[src/rtl/fifo_rd_pkg.sv]
// -----------------------------------------------------------------------------
// fifo_rd_pkg
// Shared definitions for the FIFO read-side stream adapter:
//   - occupancy encoding of the two-entry skid buffer (EMPTY / ONE / TWO)
//   - RD_LAT    : FIFO read latency in cycles (data valid the cycle after pop)
//   - BUF_DEPTH : number of words the skid buffer can hold
//   - pending_words() : words held plus in flight, net of this cycle's pop
// -----------------------------------------------------------------------------
package fifo_rd_pkg;

  localparam int RD_LAT    = 1;
  localparam int BUF_DEPTH = 2;

  typedef logic [1:0] occ_t;

  localparam occ_t OCC_EMPTY = 2'd0;
  localparam occ_t OCC_ONE   = 2'd1;
  localparam occ_t OCC_TWO   = 2'd2;

  // Words that will still be owned by the adapter after this cycle's pop.
  // pop implies occ >= 1, so the subtraction never underflows.
  function automatic logic [2:0] pending_words(input occ_t occ,
                                               input logic infl,
                                               input logic pop);
    return {1'b0, occ} + {2'b00, infl} - {2'b00, pop};
  endfunction

endpackage

[src/rtl/fifo_rd_skid.sv]
// -----------------------------------------------------------------------------
// fifo_rd_skid
// Two-entry buffer that absorbs the FIFO read latency. Words arrive on
// wr_en/wr_data (the cycle after the FIFO pop) and leave from the head
// register when pop is asserted.
// Ports:
//   rd_clk, rd_rst : clock, asynchronous active-high reset
//   wr_en, wr_data : capture a word at the tail
//   pop            : head word is consumed this cycle
//   occ            : number of buffered words (OCC_EMPTY/ONE/TWO)
//   valid          : head register holds a word
//   head           : head word, straight from a register
// -----------------------------------------------------------------------------
module fifo_rd_skid
  import fifo_rd_pkg::*;
#(
  parameter int DATA_W = 16
) (
  input  logic              rd_clk,
  input  logic              rd_rst,
  input  logic              wr_en,
  input  logic [DATA_W-1:0] wr_data,
  input  logic              pop,
  output occ_t              occ,
  output logic              valid,
  output logic [DATA_W-1:0] head
);

  logic [DATA_W-1:0] tail;

  // NOTE: sequential state uses non-blocking assignments so every register
  // samples the pre-edge values, independent of statement order.
  // NOTE: the data registers are reset as well as the control state, so
  // m_data reads 0 out of reset instead of whatever was left behind.
  always_ff @(posedge rd_clk or posedge rd_rst) begin
    if (rd_rst) begin
      occ  <= OCC_EMPTY;
      head <= '0;
      tail <= '0;
    end else begin
      case (occ)
        OCC_EMPTY: begin
          if (wr_en) begin
            head <= wr_data;
            occ  <= OCC_ONE;
          end
        end
        OCC_ONE: begin
          if (wr_en && pop) begin
            // Head leaves as the new word lands: the new word becomes head.
            head <= wr_data;
          end else if (wr_en) begin
            tail <= wr_data;
            occ  <= OCC_TWO;
          end else if (pop) begin
            occ <= OCC_EMPTY;
          end
        end
        OCC_TWO: begin
          // The issue logic never lets a capture land here.
          if (pop) begin
            head <= tail;
            occ  <= OCC_ONE;
          end
        end
        default: occ <= OCC_EMPTY;
      endcase
    end
  end

  assign valid = (occ != OCC_EMPTY);

  // The issue rule caps held + in-flight words at BUF_DEPTH.
  a_no_capture_when_full : assert property (
    @(posedge rd_clk) disable iff (rd_rst) !(wr_en && occ == OCC_TWO)
  );

endmodule

[src/rtl/fifo_rd_stream.sv]
// -----------------------------------------------------------------------------
// fifo_rd_stream
// Read-side consumer for the dual-clock FIFO (rd_clk domain). Issues FIFO
// pops, absorbs the one-cycle read latency in a two-entry skid buffer and
// presents a full-throughput valid/ready stream framed into PKT_LEN-beat
// packets, with beat and packet counters.
// Ports:
//   rd_clk, rd_rst       : clock, asynchronous active-high reset
//   fifo_empty           : FIFO empty flag
//   fifo_rd_en           : FIFO pop request (combinational)
//   fifo_rd_data         : FIFO data, valid the cycle after fifo_rd_en
//   m_valid/m_ready      : stream handshake
//   m_data, m_last       : stream payload and end-of-packet marker
//   word_cnt, pkt_cnt    : accepted beats / completed packets, wrapping
// -----------------------------------------------------------------------------
module fifo_rd_stream
  import fifo_rd_pkg::*;
#(
  parameter int DATA_W  = 16,
  parameter int PKT_LEN = 8,
  parameter int CNT_W   = 16
) (
  input  logic              rd_clk,
  input  logic              rd_rst,
  input  logic              fifo_empty,
  output logic              fifo_rd_en,
  input  logic [DATA_W-1:0] fifo_rd_data,
  output logic              m_valid,
  input  logic              m_ready,
  output logic [DATA_W-1:0] m_data,
  output logic              m_last,
  output logic [CNT_W-1:0]  word_cnt,
  output logic [CNT_W-1:0]  pkt_cnt
);

  localparam int                BEAT_W   = (PKT_LEN > 1) ? $clog2(PKT_LEN) : 1;
  localparam logic [BEAT_W-1:0] LAST_IDX = BEAT_W'(PKT_LEN - 1);

  occ_t              occ;
  logic              infl;      // a FIFO read issued last cycle (RD_LAT = 1)
  logic              pop;
  logic [2:0]        pending;
  logic [BEAT_W-1:0] beat_idx;

  assign pop = m_valid && m_ready;

  // Issue only while the words we will still own after this cycle leave
  // room for one more; this is what makes a buffer overflow impossible.
  // NOTE: every signal driven here is assigned on every path, so no latch.
  always_comb begin
    pending    = pending_words(occ, infl, pop);
    fifo_rd_en = !fifo_empty && (pending < 3'(BUF_DEPTH));
  end

  always_ff @(posedge rd_clk or posedge rd_rst) begin
    if (rd_rst) begin
      infl <= 1'b0;
    end else begin
      infl <= fifo_rd_en;
    end
  end

  fifo_rd_skid #(
    .DATA_W (DATA_W)
  ) u_skid (
    .rd_clk  (rd_clk),
    .rd_rst  (rd_rst),
    .wr_en   (infl),
    .wr_data (fifo_rd_data),
    .pop     (pop),
    .occ     (occ),
    .valid   (m_valid),
    .head    (m_data)
  );

  // Framing and statistics: all advance only on an accepted beat.
  assign m_last = m_valid && (beat_idx == LAST_IDX);

  always_ff @(posedge rd_clk or posedge rd_rst) begin
    if (rd_rst) begin
      beat_idx <= '0;
      word_cnt <= '0;
      pkt_cnt  <= '0;
    end else if (pop) begin
      word_cnt <= word_cnt + CNT_W'(1);
      if (m_last) begin
        beat_idx <= '0;
        pkt_cnt  <= pkt_cnt + CNT_W'(1);
      end else begin
        beat_idx <= beat_idx + BEAT_W'(1);
      end
    end
  end

endmodule
[config.mk]
export PLATFORM = sky130hd
export DESIGN_NAME = fifo_rd_stream
export DESIGN_NICKNAME = d
export VERILOG_FILES = /design/src/rtl/fifo_rd_pkg.sv /design/src/rtl/fifo_rd_skid.sv /design/src/rtl/fifo_rd_stream.sv
export SDC_FILE = /design/constraint.sdc
export NUM_CORES = 1
export LEC_CHECK = 0
export ABC_CLOCK_PERIOD_IN_PS = 3790
export CAP_MARGIN = 20
export CORE_MARGIN = 2
export CORE_UTILIZATION = 54
export DETAILED_ROUTE_END_ITERATION = 12
export PLACE_DENSITY = 0.92
export REMOVE_ABC_BUFFERS = 1
export SYNTH_ARGS = -nofsm -noshare
export SYNTH_HDL_FRONTEND = slang
export SYNTH_SLANG_ARGS = --single-unit
[constraint.sdc]
create_clock -name rd_clk -period 3.79 [get_ports rd_clk]
set_input_delay 0.758 -clock rd_clk [delete_from_list [all_inputs] [get_ports rd_clk]]
set_output_delay 0.758 -clock rd_clk [all_outputs]
set_load 0.01 [all_outputs]
## Word-level counts from Yosys, hierarchy flattened

Cells that the tools add are included.

| storage, ports and cells | value |
|---|---|
| bits in registers | 70 |
| bits in latches | 0 |
| bits in writable memories | 0 |
| bits in read-only memories | 0 |
| bits of input ports | 20 |
| output and inout bits | 51 |
| logic and storage cells | 45 |
| memories | 0 |

| cells by class | value |
|---|---|
| add/sub/neg operators | 5 |
| multipliers | 0 |
| div/mod/pow operators | 0 |
| order comparisons | 1 |
| eq/ne operators | 8 |
| shift operators | 0 |
| muxes and demuxes | 11 |
| bitwise operators | 1 |
| reductions and logical operators | 12 |

Operators by type and width:

| kind | number |
|---|---|
| 16-bit 2-to-1 mux | 3 |
| 16-bit case mux with 3 select lines | 1 |
| 16-bit by 1-bit adder with 16-bit output (second input constant) | 2 |
| 2-bit 2-to-1 mux | 5 |
| 4-bit AND reduction | 2 |
| 2-bit inequality test (second input constant) | 3 |
| 2-bit case mux with 3 select lines | 1 |
| 1-bit logical AND | 4 |
| 2-bit by 1-bit adder with 3-bit output | 1 |
| 3-bit by 1-bit adder with 3-bit output (second input constant) | 1 |
| 3-bit equality test (second input constant) | 1 |
| 3-bit by 2-bit < comparator with 1-bit output (second input constant) | 1 |
| 3-bit 2-to-1 mux | 1 |
| 3-bit inequality test (second input constant) | 1 |
| 3-bit AND reduction | 1 |
| 3-bit nonzero test | 1 |
| 3-bit by 1-bit subtractor with 3-bit output | 1 |
| 2-bit by 1-bit equality test with 1-bit output (second input constant) | 1 |
| 2-bit equality test (second input constant) | 1 |
| 2-bit logical NOT | 1 |
| 2-bit by 1-bit inequality test with 1-bit output (second input constant) | 1 |
| 2-bit AND reduction | 1 |
| 2-bit nonzero test | 1 |
| 1-bit logical NOT | 1 |
| 1-bit NOT | 1 |

## Logic depth before layout (Yosys ltp)

Gate-level depths: netlist of run 1.

| logic depth | value |
|---|---|
| word-level depth | 6 |
| gate-level depth with buffers | 8 |

## Modules after synthesis

A second synthesis of run 1 with hierarchy kept.

| second synthesis, totals | value |
|---|---|
| cell total of the unflattened synthesis | 245 |
| area, all modules | 3,260.6 sq um |

Modules (own cells, without submodules):

| module | instances | cells an instance | area each (sq um) | seq. area each (sq um) |
|---|---|---|---|---|
| fifo_rd_stream | 1 | 144 | 1,661.6 | 900.9 |
| fifo_rd_skid | 1 | 101 | 1,599.0 | 850.8 |

## Least setup slack after synthesis of run 1

OpenSTA, ideal clock, no wires.

| timing path | value |
|---|---|
| path kind | in2out |
| start point | input port m_ready |
| end point | output port fifo_rd_en |
| data arrival time | 2,042 ps |
| required time | 3,032 ps |
| slack | 990 ps |
| stages on the path | 6 |
| buffers on the path | 1 |
| cells stage by stage | buf_4 -> and2_1 -> o21ai_0 -> fa_1 -> xor2_1 -> nor3b_1 |

| between the ends | value |
|---|---|
| longest elaborated chain between the ends | 4 |

RTL lines:

| element | line | RTL |
|---|---|---|
| start: declaration | fifo_rd_stream.sv:29 | `input logic m_ready,` |
| 1-bit logical AND | fifo_rd_stream.sv:45 | `assign pop = m_valid && m_ready;` |
| 3-bit by 1-bit subtractor with 3-bit output | fifo_rd_pkg.sv:25 | `return {1'b0, occ} + {2'b00, infl} - {2'b00, pop};` |
| 3-bit by 2-bit < comparator with 1-bit output | fifo_rd_stream.sv:52 | `fifo_rd_en = !fifo_empty && (pending < 3'(BUF_DEPTH));` |
| 1-bit logical AND | fifo_rd_stream.sv:52 |  |
| end: declaration | fifo_rd_stream.sv:26 | `output logic fifo_rd_en,` |

Every way passes these cells.

## Worst setup path in the final report of run 1

Ends and elaborated chain as after synthesis.

==> summary.md, run 1 <==
| Metric | Value |
|---|---|
| Most frequent cells in the layout | `sky130_fd_sc_hd__dfrtp_1 (70), sky130_fd_sc_hd__clkdlybuf4s50_1 (69), sky130_fd_sc_hd__xnor2_1 (24), sky130_fd_sc_hd__nand2_1 (22), sky130_fd_sc_hd__nor2_1 (22)` |
| Weighted congestion reported at the end of routability-driven placement | `between 0.7 and 0.8` |
| Master cell of the clock root buffer | `sky130_fd_sc_hd__clkbuf_8` |
| Required time of the critical path | `3030 ps` |
| Fin. max-slew vios | `0` |
| Top-level I/O count | `71` |
| Number of warnings issued by yosys | `0` |
| Post-layout minimum cycle time | `3320 ps` |
| Setup repair after global routing missed its margin | `no` |
| Power per cell area | `652 mW/mm2` |
| Type of the tightest min-delay check | `reg -> reg` |
| Clock Path Buffers | `2` |
| Count of max-cap constraint violations | `0` |
| GRT Total Usage | `roughly a fifth` |
| Synth area leaders | `sky130_fd_sc_hd__dfrtp_1 (54%), sky130_fd_sc_hd__xnor2_1 (6.5%), sky130_fd_sc_hd__mux2_2 (5.6%)` |
| Total number of H-tree levels | `3` |
| Cell taking the most area after synthesis | `sky130_fd_sc_hd__dfrtp_1` |
| Most common cell after layout, fill and taps aside | `sky130_fd_sc_hd__dfrtp_1` |
| Synthesized instance count | `263` |
| Top-area cell type share of the netlist area | `54.3%` |
| Final worst slack | `466 ps` |
| Register Area | `approximately 0.0018 mm2` |
| Run status | `completed` |
| Sum of negative setup slack | `0 ps` |
| Die outline area | `0.00661 mm2` |
| Worst clock skew | `just under 8 ps` |
| Cts bufs inserted | `9` |
| Die Width | `between 80 and 90 um` |
| Starting density of the core | `roughly 55%` |
| Combined area of all synthesized cells | `0.00323 mm2` |
| Number of endpoints with negative hold slack in the final report | `0` |
| First-iteration detailed-routing DRC count | `between 150 and 200` |
| Final nets | `364` |
| Slew headroom | `42.3%` |
| Post-route total power | `between 2000 and 3000 uW` |
| Antenna violations before repair | `0` |
| Global-route wire length before repair | `10300 um` |
| Vert. Die Dim | `between 80 and 90 um` |
| GR Overflow Total | `0` |
| DR vias | `2223` |
| Proportion of synthesized chip area in sequential cells | `54.3%` |
| Routed length per instance | `15.1 um` |
| Number of buffers inserted by port buffering | `70` |
| Fraction of layout cells with a size suffix above 1 | `between 15 and 20%` |
| TritonCTS clock tree | `built` |
| Max rail drop VDD | `392 uV` |
| Diodes inserted | `0` |
| Number of global-route vias before repair | `2208` |
| Clock net sink count | `70` |
| Detailed placer's ending HPWL | `4390 um` |
| Number of setup violations in the final report | `0` |
| Post-cts hold buffer count | `0` |
| 1st-pass router iterations | `4` |
| Worst-case setup slack after placement | `-23.7 ps` |
| Maximum frequency from static timing analysis | `0.301 GHz` |
| Final wirelength | `6280 um` |
| Total area of multi-input combinational cells | `between 0.001 and 0.0015 mm2` |
| Final antenna-violating net count | `0` |
| Worst-Margin Slew | `866 ps` |
| Maximum fanout along the worst path | `4` |
| Number of register bits inferred by synthesis | `70` |
| Final period utilization | `87.7%` |
| Standard-cell rows | `28` |
| Crit Path Category | `in -> out` |
| Placeable core region | `0.00585 mm2` |
| Number of enable-type register cells in the synthesized netlist | `0` |
| Maximum number of pins on one net before global-route repair | `71` |
| WP data arrival | `2570 ps` |
| Most used flip-flop cell after synthesis | `sky130_fd_sc_hd__dfrtp_1` |
| Leakage power total | `0.00182 uW` |
| Share of async-settable or async-resettable flops after synthesis | `100%` |
| Critical Path End Type | `output port` |
| Clock input transition at the sequential cells of the worst setup and hold paths | `60 ps` |
| Mean instance size in the synthesized netlist | `roughly 12 um2` |
| Distinct cell type count after synthesis | `43` |
| Area growth from synthesis to layout | `29.0%` |
| Routed via count divided by cell count | `around 5.3` |
| Clk Latency, worst-skew pair | `340 ps` |
| Fill count | `397` |
| Residual DRC | `0` |
| Type of element launching the critical path | `primary input` |
## routing by layer
metal	vias up	track usage (%)	wire length (um)
met3	13	4.11	248
met4	0	9.66	129
met1	1101	26.5	2750
li1	1057	-	-
met2	52	33.8	3160
met5	-	0	0
## flip-flops by register name, indices dropped and copies added (netlist names)
| register | count |
|---|---|
| u_skid.occ | 2 |
| beat_idx | 3 |
| u_skid.tail | 16 |
| word_cnt | 16 |
| infl | 1 |
| u_skid.head | 16 |
| pkt_cnt | 16 |
## kinds of logic (layout without fill, tap and decap cells)
group / count (synthesis) / after routing / share of synthesized area [%]
AND/OR/NAND/NOR: 85 / 85 / 15.6
flip-flops: 70 / 70 / 54.3
multiplexers: 33 / 33 / 10.9
XOR/XNOR: 31 / 31 / 8.65
AO/OA/AOI/OAI: 26 / 26 / 5.20
buffers and inverters: 13 / 92 / 3.22
adder cells (fa/ha/maj): 5 / 5 / 2.17
## path summary, 6_finish.rpt
kind	start	endpoint	slack, ps	depth (start not counted)
worst min-delay path	word_cnt[15]	word_cnt[15]	490	1
min in group asynchronous	rd_rst	word_cnt[15]	990	3
worst max register to register	u_skid.occ[1]	infl	1780	6
max in group asynchronous	rd_rst	u_skid.head[2]	2230	3
worst max-delay path	m_ready	fifo_rd_en	470	7
worst min register to register	word_cnt[15]	word_cnt[15]	490	1
## power breakdown
group | switching (uW) | internal, uW
registers | 190 | 986
clock network | 255 | 334
logic | 429 | 516
## layout make-up
| class | count | share of cell area [%] |
|---|---|---|
| sequential | 70 | 42.1 |
| multi-input combinational | 180 | 33.0 |
| timing repair buffer | 75 | 17.8 |
| clock buffer | 13 | 3.82 |
| tap | 75 | 2.25 |
| clock inverter | 1 | 0.722 |
| inverter | 3 | 0.271 |
## Yosys cell counts, types with 2 or more instances
| library cell | instances |
|---|---|
| sky130_fd_sc_hd__mux2i_1 | 17 |
| sky130_fd_sc_hd__xor2_1 | 6 |
| sky130_fd_sc_hd__a21oi_1 | 17 |
| sky130_fd_sc_hd__nand2_1 | 22 |
| sky130_fd_sc_hd__inv_1 | 3 |
| sky130_fd_sc_hd__nand3_2 | 4 |
| sky130_fd_sc_hd__a21o_1 | 2 |
| sky130_fd_sc_hd__o21ai_0 | 2 |
| sky130_fd_sc_hd__and3_1 | 4 |
| sky130_fd_sc_hd__nor2_1 | 22 |
| sky130_fd_sc_hd__buf_2 | 2 |
| sky130_fd_sc_hd__ha_1 | 4 |
| sky130_fd_sc_hd__mux2_2 | 16 |
| sky130_fd_sc_hd__nand4_1 | 8 |
| sky130_fd_sc_hd__xnor2_1 | 24 |
| sky130_fd_sc_hd__and2_1 | 3 |
| sky130_fd_sc_hd__dfrtp_1 | 70 |
| sky130_fd_sc_hd__nand3_1 | 6 |
| sky130_fd_sc_hd__buf_4 | 2 |
| sky130_fd_sc_hd__buf_6 | 6 |
## worst max-delay path, cell delays in order
cell	delay, ps
sky130_fd_sc_hd__clkdlybuf4s50_1	540
sky130_fd_sc_hd__and2_1	190
sky130_fd_sc_hd__o21ai_0	120
sky130_fd_sc_hd__fa_1	410
sky130_fd_sc_hd__xor2_1	160
sky130_fd_sc_hd__nor3b_2	200
sky130_fd_sc_hd__dlymetal6s2s_1	190
## stage by stage
step / util (%) / hold WS, ps / std cells / area (um2)
finish: 71.1 / 492 / 417 / 4160
global route: 71.1 / 512 / 417 / 4160
CTS: 71.1 / 499 / 417 / 4160
detailed placement: 67.8 / 484 / 403 / 3970
global placement: 67.8 / 460 / 403 / 3970
floorplan: - / 450 / 253 / 3130
## timing repair
action,CTS,global route
gates resized for setup,1,1
setup buffers,0,0
endpoints found under the setup margin,1,1
Note: power is estimated with default switching activity, not from simulation.
==> run 2: changes to the inputs <==
--- a/config.mk
+++ b/config.mk
@@ -5,12 +5,12 @@
 export SDC_FILE = /design/constraint.sdc
 export NUM_CORES = 1
 export LEC_CHECK = 0
-export ABC_CLOCK_PERIOD_IN_PS = 3790
+export ABC_CLOCK_PERIOD_IN_PS = 3500
 export CAP_MARGIN = 20
 export CORE_MARGIN = 2
-export CORE_UTILIZATION = 54
+export CORE_UTILIZATION = 50
 export DETAILED_ROUTE_END_ITERATION = 12
-export PLACE_DENSITY = 0.92
+export PLACE_DENSITY = 0.86
 export REMOVE_ABC_BUFFERS = 1
 export SYNTH_ARGS = -nofsm -noshare
 export SYNTH_HDL_FRONTEND = slang
==> constraint.sdc (replaced) <==
create_clock -name rd_clk -period 3.5 [get_ports rd_clk]
set_input_delay 0.7 -clock rd_clk [delete_from_list [all_inputs] [get_ports rd_clk]]
set_output_delay 0.7 -clock rd_clk [all_outputs]
set_load 0.01 [all_outputs]
==> summary.md, run 2 (synthesized netlist as in run 1, its figures left out) <==
| Metric | Value |
|---|---|
| Number of setup violations in the final report | `0 (unchanged)` |
| TritonCTS clock tree | `built` |
| Routed length per instance | `14.8 um (-1.5%)` |
| Residual DRC | `0 (unchanged)` |
| Net Sw Power | `954 uW (+9.0%)` |
| Clock Power Share | `24.4% (+2.7 points)` |
| Critical Path End Type | `output port` |
| Final antenna-violating net count | `0 (unchanged)` |
| Switching Fraction | `31.3% (-0.99 points)` |
| Hold Slack | `468 ps (-24.0 ps)` |
| Most common cell after layout, fill and taps aside | `sky130_fd_sc_hd__dfrtp_1` |
| Clock Path Buffers | `2 (unchanged)` |
| Area growth from synthesis to layout | `31.3%` |
| Maximum frequency from static timing analysis | `roughly 0.31 GHz` |
| Cts bufs inserted | `9 (unchanged)` |
| Final nets | `367 (+0.82%)` |
| Routed via count divided by cell count | `5.25 (-1.6%)` |
| First-iteration detailed-routing DRC count | `62 (-63%)` |
| DR vias | `2225 (+0.090%)` |
| Resize count post-CTS | `1 (unchanged)` |
| Top-level I/O count | `71 (unchanged)` |
| Required time of the critical path | `2800 ps (-230 ps)` |
| Type of element launching the critical path | `primary input` |
| WP data arrival | `2560 ps (about the same)` |
| Number of global-route vias before repair | `2228 (+0.91%)` |
| Clk Latency, worst-skew pair | `330 ps (about the same)` |
| Final wirelength | `6290 um (+0.16%)` |
| Clock input transition at the sequential cells of the worst setup and hold paths | `70 ps (about the same)` |
| Most frequent cells in the layout | `sky130_fd_sc_hd__dfrtp_1 (70), sky130_fd_sc_hd__clkdlybuf4s50_1 (69), sky130_fd_sc_hd__xnor2_1 (24), sky130_fd_sc_hd__nand2_1 (22), sky130_fd_sc_hd__nor2_1 (22)` |
| Fill count | `485 (+22%)` |
| Number of buffers inserted by port buffering | `70 (unchanged)` |
| Maximum fanout along the worst path | `4 (unchanged)` |
| Master cell of the clock root buffer | `sky130_fd_sc_hd__clkbuf_8` |
| Setup repair after global routing missed its margin | `no` |
| Count of max-cap constraint violations | `0 (unchanged)` |
| Maximum number of pins on one net before global-route repair | `41 (-42%)` |
| GRT Total Usage | `19.2% (-1.5 points)` |
| Power share of the sequential group | `41.6% (-1.8 points)` |
| Crit Path Category | `in -> out` |
| Worst clock skew | `5.70 ps (-2.04 ps)` |
| Fraction of layout cells with a size suffix above 1 | `16.7% (+1.2 points)` |
| Vert. Die Dim | `84.3 um (+3.7%)` |
| Starting density of the core | `51.4% (-3.7 points)` |
| Placeable core region | `0.00628 mm2 (+7.3%)` |
| Cell area after layout | `0.00424 mm2 (+1.8%)` |
| Max rail drop VDD | `449 uV (+14%)` |
| Die Width | `84.3 um (+3.7%)` |
| Diodes inserted | `0 (unchanged)` |
| Type of the tightest min-delay check | `reg -> reg` |
| Placed inst area | `0.00400 mm2 (+0.95%)` |
| Run status | `completed` |
| Total number of H-tree levels | `3 (unchanged)` |
| Number of setup buffers added after CTS | `0 (unchanged)` |
| Post-layout minimum cycle time | `3260 ps` |
| Antenna violations before repair | `0 (unchanged)` |
| Final period utilization | `93.3%` |
| Worst-Margin Slew | `666 ps (-200 ps)` |
| Global-route wire length before repair | `10800 um (+5.1%)` |
| Post-route total power | `3050 uW (+12%)` |
| Post-cts hold buffer count | `0 (unchanged)` |
| Power per cell area | `720 mW/mm2 (+10%)` |
| Proportion of power drawn by combinational gates | `34.0% (-0.9 points)` |
| GR Overflow Total | `0 (unchanged)` |
| Number of endpoints with negative hold slack in the final report | `0 (unchanged)` |
| 1st-pass router iterations | `4 (unchanged)` |
| Detailed placer's ending HPWL | `4420 um (+0.58%)` |
| Int Pwr | `2090 uW (+14%)` |
| Clock net sink count | `70 (unchanged)` |
| Slew headroom | `55.5% (+13 points)` |
| Weighted congestion reported at the end of routability-driven placement | `0.725 (-6.1%)` |
| Standard-cell rows | `29 (+3.6%)` |
| Die outline area | `0.00711 mm2 (+7.6%)` |
| Leakage power total | `0.00185 uW (+1.8%)` |
| Fin. max-slew vios | `0 (unchanged)` |
[run 2: worst paths after layout]
kind                                from              to  slack (ps)  depth (start not counted)
setup / recovery                 m_ready      fifo_rd_en         240                          7
hold / removal              word_cnt[15]    word_cnt[15]         470                          1
setup reg to reg           u_skid.occ[0]            infl        1490                          7
hold reg to reg             word_cnt[15]    word_cnt[15]         470                          1
max in group asynchronous         rd_rst     word_cnt[6]        2070                          3
min in group asynchronous         rd_rst  u_skid.head[4]         780                          2
[run 2: cell type report]
cell class	instances	area [um2]	area share, %
Clock buffer	13	169	3.99
Clock inverter	3	65.1	1.54
Inverter	3	11.3	0.266
Multi-Input combinational cell	180	1370	32.3
Sequential cell	70	1750	41.4
Tap cell	77	96.3	2.27
Timing Repair Buffer	78	772	18.2
[run 2: routing by layer]
layer | global-route usage [%] | routed length [um]
met1 | 25.3 | 2690
met3 | 4.33 | 215
met2 | 30.8 | 3280
met5 | 0 | 0
met4 | 7.92 | 107
[run 2: worst max-delay path, cell delays in order]
cell and delay (ps):
sky130_fd_sc_hd__clkdlybuf4s50_1 510, sky130_fd_sc_hd__and2_1 160, sky130_fd_sc_hd__o21ai_0 100, sky130_fd_sc_hd__fa_1 400, sky130_fd_sc_hd__xor2_1 150, sky130_fd_sc_hd__nor3b_1 240, sky130_fd_sc_hd__dlygate4sd2_1 300
[run 2: power groups by stage]
stage / clock network [uW] / registers (uW) / logic (uW)
after floorplan: 0 / 1310 / 529
after CTS: 762 / 1270 / 1050
final: 743 / 1270 / 1040
after global routing: 796 / 1310 / 1150
after detailed placement: 0 / 1280 / 1060
after global placement: 0 / 1260 / 1020
[run 2: per-stage QoR]
step	util, %	instances	worst slack, ps	TNS (ps)
floorplan	-	253	221	0
global placement	63.8	408	-9.45	-9.45
detailed placement	63.8	408	-68.0	-68.0
CTS	67.5	424	222	0
global route	67.5	424	41.1	0
finish	67.5	424	236	0
==> run 3: changes to the inputs <==
--- a/config.mk
+++ b/config.mk
@@ -5,11 +5,13 @@
 export SDC_FILE = /design/constraint.sdc
 export NUM_CORES = 1
 export LEC_CHECK = 0
+export ABC_AREA = 1
 export ABC_CLOCK_PERIOD_IN_PS = 3500
 export CAP_MARGIN = 20
 export CORE_MARGIN = 2
-export CORE_UTILIZATION = 50
+export CORE_UTILIZATION = 63
 export DETAILED_ROUTE_END_ITERATION = 12
+export DONT_BUFFER_PORTS = 1
 export PLACE_DENSITY = 0.86
 export REMOVE_ABC_BUFFERS = 1
 export SYNTH_ARGS = -nofsm -noshare
==> summary.md, run 3 <==
| Metric | Value |
|---|---|
| Maximum fanout along the worst path | `7 (+3)` |
| Critical Path Stages | `7 (unchanged)` |
| Most numerous cell in the Yosys netlist | `sky130_fd_sc_hd__nand2_1` |
| Max rail drop VDD | `600 uV (+34%)` |
| Sum of met2 wire segment lengths after detailed routing | `3140 um (-4.1%)` |
| Clk Latency, worst-skew pair | `330 ps (about the same)` |
| Master cell of the clock root buffer | `sky130_fd_sc_hd__clkbuf_8` |
| Cts bufs inserted | `9 (unchanged)` |
| Most common library cells after synthesis | `sky130_fd_sc_hd__nand2_1 (115), sky130_fd_sc_hd__dfrtp_1 (70), sky130_fd_sc_hd__inv_1 (63)` |
| Number of setup violations in the final report | `0 (unchanged)` |
| Number of setup buffers added after CTS | `0 (unchanged)` |
| Number of enable-type register cells in the synthesized netlist | `0 (unchanged)` |
| Final period utilization | `80.9% (-12 points)` |
| Proportion of synthesized chip area in sequential cells | `50.7% (-3.6 points)` |
| Maximum number of pins on one net before global-route repair | `45 (+9.8%)` |
| GRT Total Usage | `23.9% (+4.8 points)` |
| Fill count | `388 (-20%)` |
| Power per cell area | `746 mW/mm2 (+3.6%)` |
| Placeable core region | `0.00520 mm2 (-17%)` |
| Routed via count divided by cell count | `5.25 (about the same)` |
| Detailed placer's ending HPWL | `4610 um (+4.3%)` |
| Antenna violations before repair | `0 (unchanged)` |
| Number of warnings issued by yosys | `0 (unchanged)` |
| Critical Path End Type | `output port` |
| Type of the tightest min-delay check | `in -> async` |
| Weighted congestion reported at the end of routability-driven placement | `0.850 (+17%)` |
| Diodes inserted | `0 (unchanged)` |
| Die outline area | `0.00609 mm2 (-14%)` |
| Total number of H-tree levels | `3 (unchanged)` |
| Area growth from synthesis to layout | `8.70%` |
| Clock net sink count | `70 (unchanged)` |
| TritonCTS clock tree | `built` |
| Number of endpoints with negative hold slack in the final report | `0 (unchanged)` |
| Most used flip-flop cell after synthesis | `sky130_fd_sc_hd__dfrtp_1` |
| Distinct cell type count after synthesis | `29 (-33%)` |
| Slowest cell on the critical path | `sky130_fd_sc_hd__dfrtp_1` |
| Resize count post-CTS | `0 (-1)` |
| Crit Path Category | `reg -> out` |
| Worst-Margin Slew | `1040 ps (+376 ps)` |
| Number of register bits inferred by synthesis | `70 (unchanged)` |
| Top-level I/O count | `71 (unchanged)` |
| Run status | `completed` |
| Type of element launching the critical path | `flip-flop` |
| Global-route wire length before repair | `11700 um (+8.3%)` |
| Leakage power total | `0.00188 uW (+1.6%)` |
| 1st-pass router iterations | `6 (+2)` |
| Cells traversed along the worst timing path | `nand2_2 -> nor2_2 -> o21ai_0 -> fa_1 -> xnor2_1 -> nand2_1 -> nor2_1` |
| Number of buffers and inverters on the critical path | `0 (-2)` |
| Synth area leaders | `sky130_fd_sc_hd__dfrtp_1 (51%), sky130_fd_sc_hd__nand2_1 (13%), sky130_fd_sc_hd__inv_1 (6.9%)` |
| Cell taking the most area after synthesis | `sky130_fd_sc_hd__dfrtp_1` |
| Clock Path Buffers | `2 (unchanged)` |
| Final antenna-violating net count | `0 (unchanged)` |
| Routed length per instance | `13.1 um (-12%)` |
| Standard-cell rows | `26 (-10%)` |
| Gate family responsible for the most delay along the worst path | `simple AND/OR/NAND/NOR gates` |
| Cell depth of the worst flop-to-flop path | `4 (-3)` |
| Setup repair after global routing missed its margin | `no` |
| Top-area cell type share of the netlist area | `50.7% (-3.6 points)` |
| Number of global-route vias before repair | `2708 (+22%)` |
| RR Startpoint | `u_skid.occ[1]` |
| Highest metal layer with signal wires | `met4` |
| DR vias | `2628 (+18%)` |
| Final wirelength | `6570 um (+4.5%)` |
| Starting density of the core | `66.3% (+15 points)` |
| WP data arrival | `2130 ps (-430 ps)` |
| Post-cts hold buffer count | `0 (unchanged)` |
| GR Overflow Total | `0 (unchanged)` |
| Die Width | `78.0 um (-7.5%)` |
| Number of buffers inserted by port buffering | `0 (-100%)` |
| Slew headroom | `30.3% (-25 points)` |
| Synthesized instance count | `422 (+60%)` |
| WL met1 | `2950 um (+9.7%)` |
| First-iteration detailed-routing DRC count | `117 (+89%)` |
| Required time of the critical path | `2800 ps (about the same)` |
| Clock input transition at the sequential cells of the worst setup and hold paths | `80 ps (about the same)` |
| Most frequent cells in the layout | `sky130_fd_sc_hd__nand2_1 (115), sky130_fd_sc_hd__dfrtp_1 (70), sky130_fd_sc_hd__inv_1 (62), sky130_fd_sc_hd__nor2_1 (43), sky130_fd_sc_hd__o21ai_0 (25)` |
| Fin. max-slew vios | `0 (unchanged)` |
| Post-layout minimum cycle time | `2830 ps (-432 ps)` |
| CP peak stage delay | `570 ps (+60 ps)` |
| Worst clock skew | `8.38 ps (+2.68 ps)` |
| Met3 Wirelength | `383 um (+78%)` |
| Maximum frequency from static timing analysis | `0.353 GHz (+15%)` |
| Final nets | `451 (+23%)` |
| Vert. Die Dim | `78.0 um (-7.5%)` |
| Count of max-cap constraint violations | `0 (unchanged)` |
| Residual DRC | `0 (unchanged)` |
| Worst R2R End | `u_skid.tail[0]` |
| Final worst slack | `668 ps (+432 ps)` |
| Share of async-settable or async-resettable flops after synthesis | `100% (unchanged)` |
| Mean instance size in the synthesized netlist | `8.18 um2 (-33%)` |
| Most common cell after layout, fill and taps aside | `sky130_fd_sc_hd__nand2_1` |
| Worst-case setup slack after placement | `903 ps (+971 ps)` |
| Combined area of all synthesized cells | `0.00345 mm2 (+7.0%)` |
| Worst reg2reg setup slack | `1580 ps (+90 ps)` |
| Sum of negative setup slack | `0 ps (unchanged)` |
| Fraction of layout cells with a size suffix above 1 | `8.58% (-8.1 points)` |
-- run 3: cell types whose count changed after synthesis, moves of 5 or more --
cell	delta
sky130_fd_sc_hd__o21ai_1	+10
sky130_fd_sc_hd__mux2_2	-16
sky130_fd_sc_hd__o21ai_0	+23
sky130_fd_sc_hd__nor2_1	+21
sky130_fd_sc_hd__nand3_1	+8
sky130_fd_sc_hd__inv_1	+60
sky130_fd_sc_hd__nand2_1	+93
sky130_fd_sc_hd__xnor2_1	-15
sky130_fd_sc_hd__mux2i_1	-17
sky130_fd_sc_hd__nor2_4	+5
-- run 3: worst max path at each step --
stage | slack [ps] | endpoint | from
final | 670 | fifo_rd_en | u_skid.occ[1]
after global routing | 510 | fifo_rd_en | u_skid.occ[1]
after CTS | 650 | fifo_rd_en | u_skid.occ[1]
after detailed placement | 900 | fifo_rd_en | m_ready
after global placement | 970 | fifo_rd_en | m_ready
after floorplan | 880 | fifo_rd_en | u_skid.occ[1]
-- run 3: layer usage --
| layer | track usage [%] | vias up |
|---|---|---|
| met5 | 0 | - |
| met4 | 7.89 | 0 |
| met3 | 7.36 | 10 |
| met2 | 39.6 | 70 |
| met1 | 30.3 | 1241 |
| li1 | - | 1307 |
-- run 3: metrics by stage --
step	hold slack, ps	util (%)	cells	cell area (um2)	total power (uW)
global placement	467	67.2	485	3500	1940
floorplan	453	-	412	3390	1810
CTS	461	72.1	501	3750	2820
global route	456	72.1	501	3750	2990
finish	431	72.1	501	3750	2800
detailed placement	476	67.2	485	3500	2000
-- run 3: area by class of cell --
type / count / area, um2 / share of cell area (%)
sequential: 70 / 1750 / 46.7
tap: 70 / 87.6 / 2.33
clock inverter: 5 / 105 / 2.80
multi-input combinational: 276 / 1390 / 36.9
inverter: 66 / 248 / 6.60
timing repair buffer: 3 / 22.5 / 0.600
clock buffer: 11 / 151 / 4.03
-- run 3: kinds of logic (layout without fill, tap and decap cells) --
group | after synthesis | count (layout) | share of synthesized area (%)
buffers and inverters | 76 | 85 | 9.10
AND/OR/NAND/NOR | 197 | 197 | 24.8
XOR/XNOR | 19 | 19 | 4.82
adder cells (fa/ha/maj) | 5 | 5 | 2.03
AO/OA/AOI/OAI | 55 | 55 | 8.52
flip-flops | 70 | 70 | 50.7
-- run 3: power by group --
part	leakage [uW]	switching, uW	internal, uW
logic	0.000899	413	237
clock network	0.000122	309	513
registers	0.000859	263	1060
